### src/rtl/state_dumper_pkg.sv
`default_nettype none
// ============================================================================
//  Module   : state_dumper_pkg
//  Purpose  : Shared constants for the post-run state dumper: output kind
//             codes, FSM state encodings and the out_index width.
//  Contents : DUMP_KIND_REG / DUMP_KIND_MEM / DUMP_KIND_CSUM, DUMP_INDEX_W,
//             dump_state_t, max_u() helper.
//  Options  : STATE_DUMPER_CHECKSUM_EN adds the CSUM state encoding.
//  Revision : 1.0 - initial release
// ============================================================================
package state_dumper_pkg;

  localparam int DUMP_INDEX_W = 16;

  localparam logic [1:0] DUMP_KIND_REG  = 2'b00;
  localparam logic [1:0] DUMP_KIND_MEM  = 2'b01;
  localparam logic [1:0] DUMP_KIND_CSUM = 2'b10;

  // Encodings are fixed so a debug probe can decode the state directly.
  typedef enum logic [2:0] {
    ST_IDLE  = 3'd0,
    ST_REGS  = 3'd1,
    ST_MEM   = 3'd2,
`ifdef STATE_DUMPER_CHECKSUM_EN
    ST_CSUM  = 3'd3,
`endif
    ST_DRAIN = 3'd4,
    ST_DONE  = 3'd5
  } dump_state_t;

  function automatic int unsigned max_u(input int unsigned a, input int unsigned b);
    return (a > b) ? a : b;
  endfunction

endpackage
`default_nettype wire

### src/rtl/state_dumper_output_stage.sv
`default_nettype none
// ============================================================================
//  Module   : dump_output_stage
//  Purpose  : Single-entry valid/ready output register for the state dumper.
//             A load captures a word and raises o_valid; an accept without a
//             new load drops o_valid; otherwise the entry holds.
//  Ports    : clk, rst        - clock, synchronous active-high reset
//             i_load          - capture i_data/i_kind/i_index this edge
//             i_ready         - consumer accepts the held word this cycle
//             o_valid/o_data/o_kind/o_index - registered output word
//             o_can_load      - entry is empty or being drained this cycle
//  Revision : 1.0 - initial release
// ============================================================================
module dump_output_stage
  import state_dumper_pkg::*;
#(
  parameter int DATA_W = 32
) (
  input  logic                    clk,
  input  logic                    rst,
  input  logic                    i_load,
  input  logic                    i_ready,
  input  logic [DATA_W-1:0]       i_data,
  input  logic [1:0]              i_kind,
  input  logic [DUMP_INDEX_W-1:0] i_index,
  output logic                    o_valid,
  output logic [DATA_W-1:0]       o_data,
  output logic [1:0]              o_kind,
  output logic [DUMP_INDEX_W-1:0] o_index,
  output logic                    o_can_load
);

  assign o_can_load = !o_valid || i_ready;

  always_ff @(posedge clk) begin
    if (rst) begin
      o_valid <= 1'b0;
      o_data  <= '0;
      o_kind  <= '0;
      o_index <= '0;
    end else if (i_load) begin
      o_valid <= 1'b1;
      o_data  <= i_data;
      o_kind  <= i_kind;
      o_index <= i_index;
    end else if (o_valid && i_ready) begin
      // Payload is left in place after the final accept; only valid drops.
      o_valid <= 1'b0;
    end
  end

endmodule
`default_nettype wire

### src/rtl/state_dumper.sv
`default_nettype none
// ============================================================================
//  Module   : state_dumper
//  Purpose  : Post-run state readback for the MIPS CPU. On start it walks the
//             register file then the data memory through spare read ports
//             and streams every word out over a valid/ready interface.
//  Ports    : clock, reset           - clock, synchronous active-high reset
//             start                  - begin dump (honoured in IDLE/DONE)
//             busy, done             - dump in progress / dump complete
//             reg_read_address/data  - register file read port
//             mem_read_address/data  - data memory read port
//             out_valid/out_ready    - output handshake
//             out_data/kind/index    - dumped word, its kind and index
//  Options  : STATE_DUMPER_CHECKSUM_EN appends an XOR checksum word.
//  Revision : 1.0 - initial release
// ============================================================================
module state_dumper
  import state_dumper_pkg::*;
#(
  parameter int N_REGISTERS   = 32,
  parameter int DATA_MEM_SIZE = 64
) (
  input  logic                             clock,
  input  logic                             reset,
  input  logic                             start,
  output logic                             busy,
  output logic                             done,
  output logic [$clog2(N_REGISTERS)-1:0]   reg_read_address,
  input  logic [31:0]                      reg_read_data,
  output logic [$clog2(DATA_MEM_SIZE)-1:0] mem_read_address,
  input  logic [31:0]                      mem_read_data,
  output logic                             out_valid,
  input  logic                             out_ready,
  output logic [31:0]                      out_data,
  output logic [1:0]                       out_kind,
  output logic [DUMP_INDEX_W-1:0]          out_index
);

  localparam int c_reg_aw = $clog2(N_REGISTERS);
  localparam int c_mem_aw = $clog2(DATA_MEM_SIZE);
  localparam int c_cnt_w  = int'(max_u(c_reg_aw, c_mem_aw));

  localparam logic [c_cnt_w-1:0] c_reg_last = c_cnt_w'(N_REGISTERS - 1);
  localparam logic [c_cnt_w-1:0] c_mem_last = c_cnt_w'(DATA_MEM_SIZE - 1);

  dump_state_t          r_state;
  logic [c_cnt_w-1:0]   r_cnt;
  logic                 r_busy;
  logic                 r_done;
`ifdef STATE_DUMPER_CHECKSUM_EN
  logic [31:0]          r_acc;
`endif

  logic                    w_can_load;
  logic                    w_load;
  logic [31:0]             w_word;
  logic [1:0]              w_kind;
  logic [DUMP_INDEX_W-1:0] w_index;

  // Both read ports follow the walk counter so the combinational read data
  // is ready to be captured in the same cycle.
  assign reg_read_address = r_cnt[c_reg_aw-1:0];
  assign mem_read_address = r_cnt[c_mem_aw-1:0];

  assign busy = r_busy;
  assign done = r_done;

  // Word selection for the section currently being walked.
  always_comb begin
    w_word  = reg_read_data;
    w_kind  = DUMP_KIND_REG;
    w_index = DUMP_INDEX_W'(r_cnt);
    w_load  = 1'b0;
    case (r_state)
      ST_REGS: begin
        w_load = w_can_load;
      end
      ST_MEM: begin
        w_word = mem_read_data;
        w_kind = DUMP_KIND_MEM;
        w_load = w_can_load;
      end
`ifdef STATE_DUMPER_CHECKSUM_EN
      ST_CSUM: begin
        w_word  = r_acc;
        w_kind  = DUMP_KIND_CSUM;
        w_index = '0;
        w_load  = w_can_load;
      end
`endif
      default: begin
        w_load = 1'b0;
      end
    endcase
  end

  always_ff @(posedge clock) begin
    if (reset) begin
      r_state <= ST_IDLE;
      r_cnt   <= '0;
      r_busy  <= 1'b0;
      r_done  <= 1'b0;
`ifdef STATE_DUMPER_CHECKSUM_EN
      r_acc   <= '0;
`endif
    end else begin
      case (r_state)
        ST_IDLE, ST_DONE: begin
          if (start) begin
            r_state <= ST_REGS;
            r_cnt   <= '0;
            r_busy  <= 1'b1;
            r_done  <= 1'b0;
`ifdef STATE_DUMPER_CHECKSUM_EN
            r_acc   <= '0;
`endif
          end
        end
        ST_REGS: begin
          if (w_load) begin
`ifdef STATE_DUMPER_CHECKSUM_EN
            r_acc <= r_acc ^ w_word;
`endif
            if (r_cnt == c_reg_last) begin
              r_state <= ST_MEM;
              r_cnt   <= '0;
            end else begin
              r_cnt <= r_cnt + 1'b1;
            end
          end
        end
        ST_MEM: begin
          if (w_load) begin
`ifdef STATE_DUMPER_CHECKSUM_EN
            r_acc <= r_acc ^ w_word;
`endif
            if (r_cnt == c_mem_last) begin
`ifdef STATE_DUMPER_CHECKSUM_EN
              r_state <= ST_CSUM;
`else
              r_state <= ST_DRAIN;
`endif
              r_cnt   <= '0;
            end else begin
              r_cnt <= r_cnt + 1'b1;
            end
          end
        end
`ifdef STATE_DUMPER_CHECKSUM_EN
        ST_CSUM: begin
          if (w_load) begin
            r_state <= ST_DRAIN;
          end
        end
`endif
        ST_DRAIN: begin
          // The last word leaves the output stage on this handshake.
          if (out_valid && out_ready) begin
            r_state <= ST_DONE;
            r_busy  <= 1'b0;
            r_done  <= 1'b1;
          end
        end
        default: begin
          r_state <= ST_IDLE;
        end
      endcase
    end
  end

  dump_output_stage #(
    .DATA_W (32)
  ) u_out (
    .clk        (clock),
    .rst        (reset),
    .i_load     (w_load),
    .i_ready    (out_ready),
    .i_data     (w_word),
    .i_kind     (w_kind),
    .i_index    (w_index),
    .o_valid    (out_valid),
    .o_data     (out_data),
    .o_kind     (out_kind),
    .o_index    (out_index),
    .o_can_load (w_can_load)
  );

endmodule
`default_nettype wire

### config.mk
export PLATFORM = sky130hd
export DESIGN_NAME = state_dumper
export DESIGN_NICKNAME = d
export VERILOG_FILES = /design/src/rtl/state_dumper_pkg.sv /design/src/rtl/state_dumper_output_stage.sv /design/src/rtl/state_dumper.sv
export SDC_FILE = /design/constraint.sdc
export NUM_CORES = 1
export LEC_CHECK = 0
export ABC_AREA = 1
export CORE_MARGIN = 2
export CORE_UTILIZATION = 40
export DETAILED_ROUTE_END_ITERATION = 10
export HOLD_SLACK_MARGIN = 0.05
export PLACE_DENSITY = 0.87
export SLEW_MARGIN = 20
export SYNTH_ARGS = -nofsm -noshare
export SYNTH_HDL_FRONTEND = slang
export SYNTH_SLANG_ARGS = --single-unit
### constraint.sdc
create_clock -name clock -period 1.9 [get_ports clock]
set_input_delay 0.19 -clock clock [delete_from_list [all_inputs] [get_ports clock]]
set_output_delay 0.19 -clock clock [all_outputs]
set_load 0.02 [all_outputs]
# Word level (Yosys, flattened, before mapping)
# Cells that the tools add are included.
dict set report op_classes {
  muxes 23
  addsub 1
  eq_ne 12
  reduce_logical 12
}
# cell n
set ops {}
lappend ops {{$mux 32} 1}
lappend ops {{$mux 6} 5}
lappend ops {{$mux 3} 6}
lappend ops {{$pmux 6 s3} 1}
lappend ops {{$pmux 3 s4} 1}
lappend ops {{$ne 2x2->1 const B} 4}
lappend ops {{$mux 1} 7}
lappend ops {{$add 6x1->6 const B} 1}
lappend ops {{$eq 3x3->1 const B} 2}
lappend ops {{$eq 6x5->1 const B} 1}
lappend ops {{$eq 6x6->1 const B} 1}
lappend ops {{$reduce_and 6->1} 1}
lappend ops {{$ne 2x1->1 const B} 2}
lappend ops {{$pmux 1 s2} 2}
lappend ops {{$reduce_and 4->1} 1}
lappend ops {{$reduce_bool 2->1} 2}
lappend ops {{$reduce_or 2->1} 2}
lappend ops {{$eq 3x1->1 const B} 1}
lappend ops {{$eq 3x2->1 const B} 1}
lappend ops {{$logic_not 3->1} 1}
lappend ops {{$reduce_and 3->1} 1}
lappend ops {{$reduce_bool 3->1} 1}
lappend ops {{$logic_and 1x1->1} 1}
lappend ops {{$logic_not 1->1} 1}
lappend ops {{$logic_or 1x1->1} 1}
dict set report totals {
  reg_bits 52
  in_bits 68
  wordCells 56
}

# Longest topological paths before layout
dict set report depth {
  word_depth 5
  mapped_depth 10
  ltp_nobuf 10
}

# By module
# A second synthesis with hierarchy kept.
dict set report unflattened {
  cells_unflattened 437
  area_unflattened_um2 2916.5
}
# module cells_each n_inst area_each_um2
set by_module_without_submodules {}
lappend by_module_without_submodules {dump_output_stage 221 1 1765.4}
lappend by_module_without_submodules {state_dumper 216 1 1151.1}

# Worst setup path after synthesis
# OpenSTA, ideal clock, no wires.
dict set report synth_path {
  path_kind {register to register}
  from {register r_cnt[1] (netlist: mem_read_address[1])}
  to {register r_state[0]}
  n_path_buf 0
  period_less_slack_ns 1.544
  t_required_ns 1.787
  setup_ns 0.113
  arrival_ns 1.432
  stages_incl_launch_ff 11
  setup_slack_ns 0.356
  cell_sequence {dfxtp_1 -> ha_1 -> nand2_1 -> nor2_1 -> nand2_1 -> nand2_1 -> nand2_1 -> nor2_1 -> nand3_1 -> nand2_1 -> nor2_1}
}
dict set report synth_between {
  elab_chain_cells 3
  word_cells_on_any_way 5
  cone_classes {eq/ne: 4; reduce/logical: 1}
}
# item line_no
set synth_rtl {}
lappend synth_rtl {{from (decl)} state_dumper.sv:47} ;# logic [c_cnt_w-1:0] r_cnt;
lappend synth_rtl {{from (signal assigned)} state_dumper.sv:128} ;# r_cnt <= r_cnt + 1'b1;
lappend synth_rtl {{from (signal assigned)} state_dumper.sv:145} ;# r_cnt <= r_cnt + 1'b1;
lappend synth_rtl {{$eq 6x6->1 / $eq 6x5->1 (equally long branches)} {state_dumper.sv:137, state_dumper.sv:124}}
lappend synth_rtl {{$ne 2x2->1 (no source line)} -}
lappend synth_rtl {{$reduce_and 6->1 (no source line) *} -}
lappend synth_rtl {{to (signal assigned)} state_dumper.sv:141} ;# r_state <= ST_DRAIN;
lappend synth_rtl {{to (signal assigned)} state_dumper.sv:159} ;# r_state <= ST_DONE;
lappend synth_rtl {{to (signal assigned)} state_dumper.sv:165} ;# r_state <= ST_IDLE;
lappend synth_rtl {{to (decl)} state_dumper.sv:46} ;# dump_state_t r_state;
# Every way passes the cells marked *; elsewhere a longest branch is shown, timed or not.
# A chain may end at the register's enable or synchronous reset.

# Worst setup path in the final report
dict set report layout_path {
  from {register r_cnt[1] (netlist: mem_read_address[1])}
  to {register r_state[1]}
}
# The elaborated chain is that of the path after synthesis.

==> metrics <==
status=complete, no violations; Worst EP required=2.10 ns; Synth cell types=21; initial antenna violation count=0; WHS=0.466 ns; Area Overhead vs Synth=49.4%; DR iter-0 viols=69; top fanout value on the critical path=6; core area=6280 um^2; Primary FF master, synth=dfxtp_1; DP HPWL=5030 um; fin crit period=1.66 ns; layout cells sized above 1=4.86%; Internal Power=~3200 uW; number of global-route vias before repair=2416; RSZ-0062 raised after global routing=false; maximum VDD drop=between 0.001 and 0.0015 V; post-synth top area share=between 30 and 40%; Setup-failing EPs final=0; Arrival @ worst endpoint=1.86 ns; Wirelength per Cell=11.7 um; Hold Violations, Final=0; Top Ports=132; Reg power frac=28.3%; clk_skew=roughly 0.012 ns; gr usage total=18.3%; DRT Pass-1 Iters=4; HP Class=register to register; PostCTS Resize Cnt=0; Port Buffer Count=120; clk slew on worst S/H paths=0.10 ns; fin. max-slew vios=0; Clock Sinks=51; Die Area=around 7000 um^2; Fin Setup TNS=0 ns; max cap viols=0; Synth top cells by count=nand2_1, a21oi_1, nor2_1; drt total wl=6700 um; leakage power=0.00164 uW; Post-CTS Hold Fix Bufs=0; first-pass GRT wire length=10700 um; CP Cell Sequence=ha_1 -> nand2_1 -> nor2_1 -> nand2_1 -> nand2_1 -> nand2_1 -> nor2_1 -> nand3_1 -> nand2_1 -> nor2_1; Max stage delay cell, worst path=dfxtp_1; vias=2734; gr busiest metal=met2; TritonCTS clock tree=done; CTS Buf Count=5; GRT met2 Usage=roughly 32%; diode count=0; slowest cell delay on critical path=0.46 ns; Buf/Inv on CP=0; overall power=5820 uW; total grt overflow=0; final period utilization=between 80% and 90%; Mean Syn Cell Area=6.68 um^2; largest cells by area after synthesis=dfxtp_1, nand2_1, a21oi_1; post-synthesis register bit count=51; CTS max path bufs=2; number of flops mapped to enable cells by yosys=0; Setup crit end kind=register; chip width=approximately 84 um; Clk network pwr share=13.6%; DR DRC count=0; Via density=4.79; clock root cell=clkbuf_8; PwrDens=between 1500 and 2000 nW/um^2; Switching Fraction=44.3%; Crit Path Category=register to register; global routing usage on met3=4.92%; Setup Fix Bufs, Post-CTS=0; Initial Util=about two fifths; DIE HEIGHT=84.2 um; gp weighted congestion=0.815; met1 GRT Util=between 20% and 30%; CP most frequent cell=nand2_1; FFs w/ async S/R, synth=0%; cell taking the most area after synthesis=dfxtp_1; CP delay by family, top=simple AND/OR/NAND/NOR gates; H-tree lvl count=2; Syn Inst Count=385; Skew-Pair Late Insertion Delay=0.30 ns; Net Sw Power=2580 uW; DRT antenna net count=0; most frequent cell after synthesis=nand2_1; Startpoint Class=register; Syn Std Cell Area=2570 um^2; Synthesis Warnings=0; fin nets=between 500 and 600; f_max=0.602 GHz; standard-cell rows=29; largest net degree at the start of global routing=36; combinational power share=58.1%; sequential element share of the synthesized area=39.7%
==> worst reg2reg max path, delay by kind of cell, from the launching register on <==
kind / cells / cell delay, ns
and+or+nand+nor: 9 / 0.85
DFF: 1 / 0.46
adders and majority gates: 1 / 0.24
==> metrics by stage <==
step	cells	cell area (um^2)	utilization, %	setup WS [ns]
5_1_grt	571	3840	61.2	0.0835
2_1_floorplan	395	2610	-	0.356
3_3_place_gp	563	3720	59.3	0.277
6_report	571	3840	61.2	0.238
4_1_cts	571	3840	61.2	0.239
3_5_place_dp	563	3720	59.3	0.241
==> state kept, by name, summed over array words and instances (netlist names) <==
signal            cells
busy                  1
r_state               3
done                  1
u_out.o_data         32
u_out.o_kind          1
u_out.o_valid         1
u_out.o_index         6
mem_read_address      6
==> placed cells by master, fill, tap and decap left out, types with 2 or more instances in the layout <==
| cell type | count |
|---|---|
| nand3_1 | 11 |
| nand2_4 | 2 |
| nand2_1 | 114 |
| clkdlybuf4s50_1 | 120 |
| buf_4 | 4 |
| clkbuf_8 | 6 |
| nand3_2 | 2 |
| dfxtp_1 | 51 |
| conb_1 | 11 |
| a21oi_1 | 75 |
| nand4_1 | 2 |
| nor2_2 | 2 |
| nor2_1 | 56 |
| o21ai_0 | 7 |
| inv_2 | 2 |
| inv_1 | 21 |
| buf_12 | 2 |
==> final timing paths <==
check                 startpoint         endpoint  slack [ns]  cells after the start
min reg2reg      u_out.o_kind[0]  u_out.o_kind[0]        0.47                      2
max          mem_read_address[1]       r_state[1]        0.24                     10
max reg2reg  mem_read_address[1]       r_state[1]        0.24                     10
min              u_out.o_kind[0]  u_out.o_kind[0]        0.47                      2
==> power groups by stage <==
stage,Combinational [uW],Sequential [uW],Clock [uW]
6_report,3380,1640,792
5_1_grt,3730,1690,858
4_1_cts,3410,1640,815
3_5_place_dp,3390,1660,0
3_3_place_gp,3330,1650,0
2_1_floorplan,1940,2020,0
==> layer usage <==
metal | vias up | part of all wire (%)
li1 | 1409 | -
met1 | 1208 | 41
met2 | 109 | 50
met3 | 8 | 7.8
met4 | 0 | 1.4
met5 | - | 0
==> cell families (layout without fill, tap and decap cells) <==
| kind of cell | Yosys count | count (layout) | synth area share (%) |
|---|---|---|---|
| AO/OA/AOI/OAI | 82 | 82 | 16.0 |
| XOR/XNOR | 1 | 1 | 0.341 |
| adder cells (fa/ha/maj) | 1 | 1 | 0.487 |
| buffers and inverters | 59 | 158 | 13.5 |
| flip-flops | 51 | 51 | 39.7 |
| other | 1 | 11 | 0.146 |
| AND/OR/NAND/NOR | 190 | 190 | 29.8 |
==> layout make-up <==
type | instances | area (um^2)
fill | 575 | 2430
timing repair buffer | 126 | 1270
multi-input combinational | 285 | 1240
sequential | 51 | 1020
tap | 77 | 96.3
inverter | 24 | 92.6
clock buffer | 6 | 82.6
clock inverter | 2 | 38.8
No activity file was read; power rests on OpenSTA's default activity.
